**config.mk**
```make
export PLATFORM = sky130hd
export DESIGN_NAME = regfile_issue_flat
export DESIGN_NICKNAME = d
export VERILOG_FILES = /design/src/rtl/regfile_issue_if.sv /design/src/rtl/regfile_issue.sv /design/src/flat_wrapper.sv
export SDC_FILE = /design/constraint.sdc
export NUM_CORES = 1
export LEC_CHECK = 0
export ABC_CLOCK_PERIOD_IN_PS = 12700
export CAP_MARGIN = 5
export CORE_MARGIN = 3
export CORE_UTILIZATION = 50
export DETAILED_ROUTE_END_ITERATION = 10
export PLACE_DENSITY = 0.76
export SKIP_CTS_REPAIR_TIMING = 1
export SYNTH_ARGS = -nofsm -noshare
export SYNTH_HDL_FRONTEND = slang
export SYNTH_SLANG_ARGS = --single-unit
```
**constraint.sdc**
```tcl
create_clock -name clk -period 12.7 [get_ports clk]
set_input_delay 2.54 -clock clk [delete_from_list [all_inputs] [get_ports clk]]
set_output_delay 2.54 -clock clk [all_outputs]
set_load 0.005 [all_outputs]
```
**src/rtl/regfile_issue_if.sv**
```systemverilog
// regfile_issue_if: bundle of every non-clock signal around the operand-issue
// stage.
//   decode    : dec_valid/dec_ready handshake, dec_raddr1/2, dec_waddr, dec_wen, dec_tag
//   regfile   : rf_raddr1/2, rf_waddr, rf_wdata, rf_wren out; rf_rs1/2 back (1-cycle latency)
//   writeback : wb_valid, wb_addr, wb_data
//   execute   : ex_valid/ex_ready handshake, ex_rs1/2, ex_waddr, ex_wen, ex_tag
// Modports:
//   slave  - the issue stage itself
//   master - its environment (decode, regfile, writeback source, execute)
interface regfile_issue_if #(
  parameter int ADDR_W = 8,
  parameter int DATA_W = 32,
  parameter int TAG_W  = 32
);
  logic              dec_valid;
  logic              dec_ready;
  logic [ADDR_W-1:0] dec_raddr1;
  logic [ADDR_W-1:0] dec_raddr2;
  logic [ADDR_W-1:0] dec_waddr;
  logic              dec_wen;
  logic [TAG_W-1:0]  dec_tag;

  logic [ADDR_W-1:0] rf_raddr1;
  logic [ADDR_W-1:0] rf_raddr2;
  logic [ADDR_W-1:0] rf_waddr;
  logic [DATA_W-1:0] rf_wdata;
  logic              rf_wren;
  logic [DATA_W-1:0] rf_rs1;
  logic [DATA_W-1:0] rf_rs2;

  logic              wb_valid;
  logic [ADDR_W-1:0] wb_addr;
  logic [DATA_W-1:0] wb_data;

  logic              ex_valid;
  logic              ex_ready;
  logic [DATA_W-1:0] ex_rs1;
  logic [DATA_W-1:0] ex_rs2;
  logic [ADDR_W-1:0] ex_waddr;
  logic              ex_wen;
  logic [TAG_W-1:0]  ex_tag;

  modport slave (
    input  dec_valid, dec_raddr1, dec_raddr2, dec_waddr, dec_wen, dec_tag,
    output dec_ready,
    output rf_raddr1, rf_raddr2, rf_waddr, rf_wdata, rf_wren,
    input  rf_rs1, rf_rs2,
    input  wb_valid, wb_addr, wb_data,
    output ex_valid, ex_rs1, ex_rs2, ex_waddr, ex_wen, ex_tag,
    input  ex_ready
  );

  modport master (
    output dec_valid, dec_raddr1, dec_raddr2, dec_waddr, dec_wen, dec_tag,
    input  dec_ready,
    input  rf_raddr1, rf_raddr2, rf_waddr, rf_wdata, rf_wren,
    output rf_rs1, rf_rs2,
    output wb_valid, wb_addr, wb_data,
    input  ex_valid, ex_rs1, ex_rs2, ex_waddr, ex_wen, ex_tag,
    output ex_ready
  );
endinterface

```
**src/rtl/regfile_issue.sv**
```systemverilog
// regfile_issue: operand-issue stage in front of a 2^ADDR_W-entry regfile.
//   - takes decoded instructions, blocks RAW/WAW hazards with a per-address
//     busy scoreboard, drives the regfile read ports straight from decode
//   - gathers the 1-cycle-latency operands and presents instruction plus
//     operands to execute over valid/ready
//   - forwards writebacks onto the regfile's single write port
// Ports:
//   clk  - rising-edge clock
//   rst  - asynchronous active-high reset
//   bus  - regfile_issue_if.slave (decode, regfile, writeback, execute)
//   perf_issued_o, perf_hazard_stalls_o - only when REGFILE_ISSUE_PERF_EN is defined
// Optional feature macro: REGFILE_ISSUE_PERF_EN (issue / hazard-stall counters).
module regfile_issue #(
  parameter int ADDR_W   = 8,
  parameter int DATA_W   = 32,
  parameter int TAG_W    = 32,
  parameter int REG_BITS = 5
) (
  input  logic              clk,
  input  logic              rst,
  regfile_issue_if.slave    bus
`ifdef REGFILE_ISSUE_PERF_EN
  ,
  output logic [31:0]       perf_issued_o,
  output logic [31:0]       perf_hazard_stalls_o
`endif
);

  localparam int NENT = 1 << ADDR_W;

  // Register number 0 of every hart reads as zero and is never tracked.
  function automatic logic nz_reg(input logic [ADDR_W-1:0] a);
    return a[REG_BITS-1:0] != '0;
  endfunction

  // A busy address being written back this very cycle is not a hazard:
  // the regfile forwards wdata to a same-cycle read of that address.
  function automatic logic busy_eff(input logic [NENT-1:0]   b,
                                    input logic [ADDR_W-1:0] a,
                                    input logic              wbv,
                                    input logic [ADDR_W-1:0] wba);
    return b[a] && !(wbv && (wba == a));
  endfunction

  // Scoreboard
  logic [NENT-1:0]   busy_q, busy_d;

  // S1: the instruction handed to execute
  logic              s1_valid_q, s1_valid_d;
  logic [ADDR_W-1:0] s1_waddr_q, s1_waddr_d;
  logic              s1_wen_q,   s1_wen_d;
  logic [TAG_W-1:0]  s1_tag_q,   s1_tag_d;
  // fresh: S1 was loaded at the last edge, so rf_rs1/2 still carry its operands
  logic              fresh_q,    fresh_d;
  logic [DATA_W-1:0] hold_rs1_q, hold_rs1_d;
  logic [DATA_W-1:0] hold_rs2_q, hold_rs2_d;

  logic hazard, dec_ready, accept, drain, wb_clr, sb_set;

  // Handshake / hazard detection
  always_comb begin
    hazard = bus.dec_valid &&
             (busy_eff(busy_q, bus.dec_raddr1, bus.wb_valid, bus.wb_addr) ||
              busy_eff(busy_q, bus.dec_raddr2, bus.wb_valid, bus.wb_addr) ||
              (bus.dec_wen &&
               busy_eff(busy_q, bus.dec_waddr, bus.wb_valid, bus.wb_addr)));
  end

  assign drain     = s1_valid_q && bus.ex_ready;
  assign dec_ready = !hazard && (!s1_valid_q || bus.ex_ready);
  assign accept    = bus.dec_valid && dec_ready;
  assign wb_clr    = bus.wb_valid && nz_reg(bus.wb_addr);
  assign sb_set    = accept && bus.dec_wen && nz_reg(bus.dec_waddr);

  assign bus.dec_ready = dec_ready;

  // Regfile ports: reads follow decode every cycle so the regfile samples the
  // addresses at the same edge the instruction is accepted.
  assign bus.rf_raddr1 = bus.dec_raddr1;
  assign bus.rf_raddr2 = bus.dec_raddr2;
  assign bus.rf_waddr  = bus.wb_addr;
  assign bus.rf_wdata  = bus.wb_data;
  assign bus.rf_wren   = wb_clr;

  // Scoreboard next state; the set is applied last so it wins a same-address
  // collision with a writeback clear.
  always_comb begin
    busy_d = busy_q;
    if (wb_clr) busy_d[bus.wb_addr]   = 1'b0;
    if (sb_set) busy_d[bus.dec_waddr] = 1'b1;
  end

  // S1 and operand hold next state
  always_comb begin
    s1_valid_d = s1_valid_q;
    s1_waddr_d = s1_waddr_q;
    s1_wen_d   = s1_wen_q;
    s1_tag_d   = s1_tag_q;
    fresh_d    = fresh_q;
    hold_rs1_d = hold_rs1_q;
    hold_rs2_d = hold_rs2_q;
    if (accept) begin
      s1_valid_d = 1'b1;
      s1_waddr_d = bus.dec_waddr;
      s1_wen_d   = bus.dec_wen;
      s1_tag_d   = bus.dec_tag;
      fresh_d    = 1'b1;
    end else if (drain) begin
      s1_valid_d = 1'b0;
      fresh_d    = 1'b0;
    end else if (fresh_q) begin
      // Stalled after the fresh cycle: the regfile will re-read whatever decode
      // now presents, so keep the operands that belong to this instruction.
      hold_rs1_d = bus.rf_rs1;
      hold_rs2_d = bus.rf_rs2;
      fresh_d    = 1'b0;
    end
  end

  always_ff @(posedge clk or posedge rst) begin
    if (rst) begin
      busy_q     <= '0;
      s1_valid_q <= 1'b0;
      s1_waddr_q <= '0;
      s1_wen_q   <= 1'b0;
      s1_tag_q   <= '0;
      fresh_q    <= 1'b0;
      hold_rs1_q <= '0;
      hold_rs2_q <= '0;
    end else begin
      busy_q     <= busy_d;
      s1_valid_q <= s1_valid_d;
      s1_waddr_q <= s1_waddr_d;
      s1_wen_q   <= s1_wen_d;
      s1_tag_q   <= s1_tag_d;
      fresh_q    <= fresh_d;
      hold_rs1_q <= hold_rs1_d;
      hold_rs2_q <= hold_rs2_d;
    end
  end

  // Execute side
  assign bus.ex_valid = s1_valid_q;
  assign bus.ex_rs1   = fresh_q ? bus.rf_rs1 : hold_rs1_q;
  assign bus.ex_rs2   = fresh_q ? bus.rf_rs2 : hold_rs2_q;
  assign bus.ex_waddr = s1_waddr_q;
  assign bus.ex_wen   = s1_wen_q;
  assign bus.ex_tag   = s1_tag_q;

`ifdef REGFILE_ISSUE_PERF_EN
  // Hazard stalls only; cycles lost purely to execute backpressure are not counted.
  logic [31:0] perf_issued_q, perf_stall_q;

  always_ff @(posedge clk or posedge rst) begin
    if (rst) begin
      perf_issued_q <= '0;
      perf_stall_q  <= '0;
    end else begin
      if (accept) perf_issued_q <= perf_issued_q + 32'd1;
      if (hazard) perf_stall_q  <= perf_stall_q + 32'd1;
    end
  end

  assign perf_issued_o        = perf_issued_q;
  assign perf_hazard_stalls_o = perf_stall_q;
`endif

endmodule

```
**src/flat_wrapper.sv**
```systemverilog
// flat-port wrapper written by rule: the top's interface ports become plain ports
module regfile_issue_flat 
#(
  parameter int ADDR_W   = 8,
  parameter int DATA_W   = 32,
  parameter int TAG_W    = 32,
  parameter int REG_BITS = 5
)
  (clk, rst, bus_dec_valid, bus_dec_raddr1, bus_dec_raddr2, bus_dec_waddr, bus_dec_wen, bus_dec_tag, bus_dec_ready, bus_rf_raddr1, bus_rf_raddr2, bus_rf_waddr, bus_rf_wdata, bus_rf_wren, bus_rf_rs1, bus_rf_rs2, bus_wb_valid, bus_wb_addr, bus_wb_data, bus_ex_valid, bus_ex_rs1, bus_ex_rs2, bus_ex_waddr, bus_ex_wen, bus_ex_tag, bus_ex_ready);
  regfile_issue_if #(.ADDR_W(ADDR_W), .DATA_W(DATA_W), .TAG_W(TAG_W)) bus_i ();
  input  logic clk;
  input  logic rst;
  input wire logic [$bits(bus_i.dec_valid)-1:0] bus_dec_valid;
  input wire logic [$bits(bus_i.dec_raddr1)-1:0] bus_dec_raddr1;
  input wire logic [$bits(bus_i.dec_raddr2)-1:0] bus_dec_raddr2;
  input wire logic [$bits(bus_i.dec_waddr)-1:0] bus_dec_waddr;
  input wire logic [$bits(bus_i.dec_wen)-1:0] bus_dec_wen;
  input wire logic [$bits(bus_i.dec_tag)-1:0] bus_dec_tag;
  output wire logic [$bits(bus_i.dec_ready)-1:0] bus_dec_ready;
  output wire logic [$bits(bus_i.rf_raddr1)-1:0] bus_rf_raddr1;
  output wire logic [$bits(bus_i.rf_raddr2)-1:0] bus_rf_raddr2;
  output wire logic [$bits(bus_i.rf_waddr)-1:0] bus_rf_waddr;
  output wire logic [$bits(bus_i.rf_wdata)-1:0] bus_rf_wdata;
  output wire logic [$bits(bus_i.rf_wren)-1:0] bus_rf_wren;
  input wire logic [$bits(bus_i.rf_rs1)-1:0] bus_rf_rs1;
  input wire logic [$bits(bus_i.rf_rs2)-1:0] bus_rf_rs2;
  input wire logic [$bits(bus_i.wb_valid)-1:0] bus_wb_valid;
  input wire logic [$bits(bus_i.wb_addr)-1:0] bus_wb_addr;
  input wire logic [$bits(bus_i.wb_data)-1:0] bus_wb_data;
  output wire logic [$bits(bus_i.ex_valid)-1:0] bus_ex_valid;
  output wire logic [$bits(bus_i.ex_rs1)-1:0] bus_ex_rs1;
  output wire logic [$bits(bus_i.ex_rs2)-1:0] bus_ex_rs2;
  output wire logic [$bits(bus_i.ex_waddr)-1:0] bus_ex_waddr;
  output wire logic [$bits(bus_i.ex_wen)-1:0] bus_ex_wen;
  output wire logic [$bits(bus_i.ex_tag)-1:0] bus_ex_tag;
  input wire logic [$bits(bus_i.ex_ready)-1:0] bus_ex_ready;
  assign bus_i.dec_valid = bus_dec_valid;
  assign bus_i.dec_raddr1 = bus_dec_raddr1;
  assign bus_i.dec_raddr2 = bus_dec_raddr2;
  assign bus_i.dec_waddr = bus_dec_waddr;
  assign bus_i.dec_wen = bus_dec_wen;
  assign bus_i.dec_tag = bus_dec_tag;
  assign bus_dec_ready = bus_i.dec_ready;
  assign bus_rf_raddr1 = bus_i.rf_raddr1;
  assign bus_rf_raddr2 = bus_i.rf_raddr2;
  assign bus_rf_waddr = bus_i.rf_waddr;
  assign bus_rf_wdata = bus_i.rf_wdata;
  assign bus_rf_wren = bus_i.rf_wren;
  assign bus_i.rf_rs1 = bus_rf_rs1;
  assign bus_i.rf_rs2 = bus_rf_rs2;
  assign bus_i.wb_valid = bus_wb_valid;
  assign bus_i.wb_addr = bus_wb_addr;
  assign bus_i.wb_data = bus_wb_data;
  assign bus_ex_valid = bus_i.ex_valid;
  assign bus_ex_rs1 = bus_i.ex_rs1;
  assign bus_ex_rs2 = bus_i.ex_rs2;
  assign bus_ex_waddr = bus_i.ex_waddr;
  assign bus_ex_wen = bus_i.ex_wen;
  assign bus_ex_tag = bus_i.ex_tag;
  assign bus_i.ex_ready = bus_ex_ready;
  regfile_issue #(.ADDR_W(ADDR_W), .DATA_W(DATA_W), .TAG_W(TAG_W), .REG_BITS(REG_BITS)) u_core (.clk(clk), .rst(rst), .bus(bus_i));
endmodule
```
# --- Yosys cells after proc, flatten, opt, wreduce, memory -nomap -nowiden ---
# Cells that the tools add are included.
op_classes:
  shifts: 0
  mux: 17
  n_lt_le_gt_ge: 6
  div: 0
  n_eq_ne: 3
  reduce_logical: 28
  n_addsub: 0
  multipliers: 0
  bitwise_logic: 5
ops:
  columns: ["op", "count"]
  rows:
  - ["256-bit 2-to-1 mux", 2]
  - ["256-bit AND", 1]
  - ["256-bit NOT", 1]
  - ["256-bit bitwise OR", 1]
  - ["32-bit 2-to-1 mux", 2]
  - ["8-bit by 9-bit less-than comparator with 1-bit output (second input constant)", 4]
  - ["1-bit binary-select mux with 8-bit select", 3]
  - ["8-bit equality test", 3]
  - ["1-bit demux with 8-bit select", 2]
  - ["8-bit by 1-bit greater-or-equal comparator with 1-bit output (second input constant)", 2]
  - ["1-bit logical AND", 16]
  - ["5-bit nonzero test", 2]
  - ["1-bit 2-to-1 mux", 8]
  - ["1-bit zero test", 5]
  - ["1-bit logical OR", 3]
  - ["1-bit NOT", 2]
  - ["2-bit AND reduction", 1]
  - ["2-bit nonzero test", 1]
word_totals:
  output_inout_bits: 164
  input_bits: 166
  register_bits: 363
  mem_bits_ro: 0
  latchBits: 0
  n_memories: 0
  ramBits: 0

# --- Depth between registers and ports, before layout ---
depth:
  word_depth: 13
  depth_mapped: 16
  mapped_depth_nobuf: 9

# --- Least setup slack after synthesis ---
# No wires, ideal clock.
synth_path:
  path_kind: "input to output"
  from: "input bus_dec_raddr2[1]"
  to: "output bus_dec_ready"
  stages: 12
  path_slack_ns: 4.277
  t_arrival_ns: 5.883
  t_required_ns: 10.160
  n_path_buf: 3
  path_cell_list: "clkbuf_1 clkbuf_1 buf_1 mux4_2 mux4_2 nand3_1 nand4_1 o311a_1 a221o_1 a311oi_4 nand2_1 a21boi_0"
synth_between:
  elab_chain_cells: 9
  elab_cells_between_ends: 11
  cone_classes: "eq/ne (1); mux (2); reduce/logical (8)"
synth_rtl:
  columns: ["item", "line_no", "source"]
  rows:
  - ["start, declared", "flat_wrapper.sv:15", "input wire logic [$bits(bus_i.dec_raddr2)-1:0] bus_dec_raddr2;"]
  - ["branches (longest 3 deep; another with 1-bit binary-select mux with 8-bit select)", null, null]
  - ["1-bit logical AND (*)", "regfile_issue.sv:42", "return b[a] && !(wbv && (wba == a));"]
  - ["1-bit logical OR (*)", "regfile_issue.sv:63", "(busy_eff(busy_q, bus.dec_raddr1, bus.wb_valid, bus.wb_addr) ||"]
  - ["1-bit logical OR (*)", "regfile_issue.sv:64", "busy_eff(busy_q, bus.dec_raddr2, bus.wb_valid, bus.wb_addr) ||"]
  - ["1-bit logical AND (*)", "regfile_issue.sv:62", "hazard = bus.dec_valid &&"]
  - ["1-bit zero test (*)", "regfile_issue.sv:70", "assign dec_ready = !hazard && (!s1_valid_q || bus.ex_ready);"]
  - ["1-bit logical AND (*)", "regfile_issue.sv:70", null]
  - ["end, declared", "flat_wrapper.sv:19", "output wire logic [$bits(bus_i.dec_ready)-1:0] bus_dec_ready;"]
# Every way passes the cells marked *. The select of a mux whose other input is x is not followed.

# --- Worst setup path after layout ---
layout_path:
  from: "input bus_dec_waddr[1]"
  to: "output bus_dec_ready"
layout_between:
  elab_chain_cells: 9
  elab_cells_between_ends: 11
  cone_classes: "eq/ne (1); mux (2); reduce/logical (8)"
layout_rtl:
  columns: ["item", "line_no", "source"]
  rows:
  - ["start, declared", "flat_wrapper.sv:16", "input wire logic [$bits(bus_i.dec_waddr)-1:0] bus_dec_waddr;"]
  - ["branches (longest 3 deep; another with 1-bit binary-select mux with 8-bit select)", null, null]
  - ["1-bit logical AND (*)", "regfile_issue.sv:42", null]
  - ["1-bit logical AND (*)", "regfile_issue.sv:65", "(bus.dec_wen &&"]
  - ["1-bit logical OR (*)", "regfile_issue.sv:64", null]
  - ["1-bit logical AND (*)", "regfile_issue.sv:62", null]
  - ["1-bit zero test (*)", "regfile_issue.sv:70", null]
  - ["1-bit logical AND (*)", "regfile_issue.sv:70", null]
# Marked as above.

==> metrics <==
status=finished, final reports clean; delay-heaviest family, CP=buffers and inverters; Final Hold Fails=0; Die Span X=215 µm; Arr. time, crit path=7.35 ns; Worst Hold Path Cells=0; Post-synth EDFFs=0; Critical Path Max Stage Delay=0.83 ns; GRT overflow=0; fin nets=2,251; fill cell count=between 3,000 and 4,000; VDD IR max=0.123 mV; r2r endpoint=u_core.bus.ex_tag[20]; FF-to-FF setup slack=between 8 and 9 ns; Initial DRC Count=3,075; critical path's most frequent cell=mux4_2; most common cell after layout, fill and taps aside=o21ai_0; Sink Count=between 300 and 400; Die Height=about 210 µm; pwr dens=143 mW/mm²; asr flop ratio synth=100%; Max Used Layer=met5; worst reg2reg path depth=9; initial antenna violation count=3; CTS Buf Count=39; fin crit period=9.89 ns; Ports=330; GR Util All Layers=37.0%; Final Skew=0.0248 ns; routed length on met1=between 30,000 and 40,000 µm; Critical Path RT=10.16 ns; slack of the critical path=approximately 2.8 ns; startpoint types=input pin; final setup TNS=0 ns; footprint of the multi-input gates=between 0.01 and 0.015 mm²; synthesized flop and latch total=363; leakage=0.0103 µW; Longest Clk Path Bufs=3; Least-Margin Pin Slew=about 1.3 ns; Crit path depth=12; antenna-violating nets left=0; prevailing post-synth register cell=dfrtp_1; CP Max Fanout=62; Place WS=2.86 ns; Yosys cell types=55; slowest cell on the critical path=buf_4; sequential share of the synthesized area=41.6%; critical setup path kind=in -> out; CP Buf/Inv Count=3; met3 WL post-DR=10,700 µm; vias in the first global route=18,579; Worst Setup End Kind=output pin; max cap viols=0; Placer Congestion=just over 1; Worst-path clk slew=0.06 ns; Synthesized Nets=2,146; final setup vio count=0; Avg Inst Size Synth=around 11 µm²; Clock Root Buffer=clkbuf_16; die area=0.0462 mm²; # DRC=0; num rows=75; DR vias=18,833; register area=0.00908 mm²; met2 WL post-DR=39,400 µm; Core ar.=0.0425 mm²; DR pass1 iterations=6; starting density of the core=51.3%; Post-Syn Area=0.0218 mm²; share of post-route cells with drive strength above 1=20.5%; routed len/inst=32.4 µm; fmax=0.101 GHz; hold crit path type=reg -> reg; CTS HTree Levels=2; CTS tree=built; global-route wire length before repair=127,000 µm; total routed wirelength=87,200 µm; DP HPWL=61,600 µm; worst skew pair latency=0.58 ns; Mapped Cells=approximately 2,000; ordered cell list for the critical path=buf_6 -> buf_4 -> mux4_2 -> mux4_2 -> o22ai_1 -> nor3_1 -> a21oi_1 -> a211oi_1 -> a311oi_4 -> nand2_1 -> a21boi_0 -> clkdlybuf4s50_1; Max-slew headroom=9.44%; Port-buffer cells=265; reg-to-reg startpoint=u_core.busy_q[251]; worst hold start=u_core.busy_q[224]; period utilisation layout=77.9%; largest net degree at the start of global routing=186; Ys Warns=0; Hold Crit Endpoint=u_core.busy_q[224]; Slew Limit Fails=0; post-DR vias/cell=~7.0; Layout Area Growth over Synthesis=17.7%; unrepaired setup endpoints after global routing=false; most frequent cells in the layout=498 x o21ai_0, 362 x dfrtp_1, 256 x clkdlybuf4s50_1
-- metal layers --
metal  GRT usage (%)  up-vias
met1            48.9     9494
li1                -     7608
met5               0        -
met2            57.1     1464
met4            17.2        2
met3            10.0      265
-- kinds of logic after synthesis --
group	after synthesis	share of synthesized area, %
AO/OA/AOI/OAI	617	15.6
multiplexers	454	30.3
AND/OR/NAND/NOR	280	6.12
flip-flops	363	41.6
XOR/XNOR	24	0.963
buffers and inverters	242	5.41
-- state kept, by name (all words and copies together), names as in the netlist --
| name | flops |
|---|---|
| u_core.bus.ex_wen | 1 |
| u_core.bus.ex_tag | 32 |
| u_core.fresh_q | 1 |
| u_core.busy_q | 256 |
| u_core.hold_rs1_q | 32 |
| u_core.bus.ex_waddr | 8 |
| u_core.bus.ex_valid | 1 |
| u_core.hold_rs2_q | 32 |
-- power by group --
group / switching (µW) / internal, µW
Clock: 492 / 749
Sequential: 103 / 1330
Combinational: 430 / 577
Total: 1030 / 2650
-- worst max path at each step --
| stage | endpoint | slack [ns] | from |
|---|---|---|---|
| floorplan | u_core.bus.ex_tag[0] | 0.08 | rst |
| detailed placement | bus_dec_ready | 2.86 | bus_dec_waddr[1] |
| global placement | bus_dec_ready | 2.88 | bus_dec_waddr[1] |
| CTS | bus_dec_ready | 2.85 | bus_dec_waddr[1] |
| global route | bus_dec_ready | 2.62 | bus_dec_waddr[1] |
| finish | bus_dec_ready | 2.81 | bus_dec_waddr[1] |
-- worst register-to-register path: cells and delay by family (launching register included) --
| family | cells | cell delay, ns |
|---|---|---|
| mux | 3 | 1.63 |
| compound gates | 3 | 1.27 |
| simple gates | 3 | 1.05 |
| flops | 1 | 0.47 |
-- cells in the mapped netlist, drive strengths merged, types with 17 or more instances --
cell	n	area share [%]
mux2	177	9.1
nor2	35	0.60
xnor2	17	0.68
clkbuf	135	2.3
mux4	148	15
nor2b	20	0.57
nand2	115	2.0
o21ai	498	11
buf	99	3.0
mux2i	129	5.9
a22oi	60	2.1
nor3	19	0.44
dfrtp	363	42
nand3	41	0.94
-- cell type report --
cell class,count,area share [%]
Clock buffer,56,4.44
Sequential cell,363,35.4
Clock inverter,14,0.935
Inverter,8,0.146
Tap cell,577,2.81
Antenna cell,2,0.0195
Multi-Input combinational cell,1375,45.1
Timing Repair Buffer,298,11.2
-- per-stage QoR --
step	cell area, µm²	total power (µW)	instances	hold WS, ns	util (%)
4_1_cts	25700	3690	2691	0.426	60.4
3_5_place_dp	24300	2450	2621	0.414	57.2
3_3_place_gp	24300	2410	2621	0.405	57.2
5_1_grt	25700	3810	2692	0.445	60.4
6_report	25700	3680	2693	0.425	60.4
2_1_floorplan	21800	1930	1980	0.454	-
Note: power is estimated with default switching activity, not from simulation.
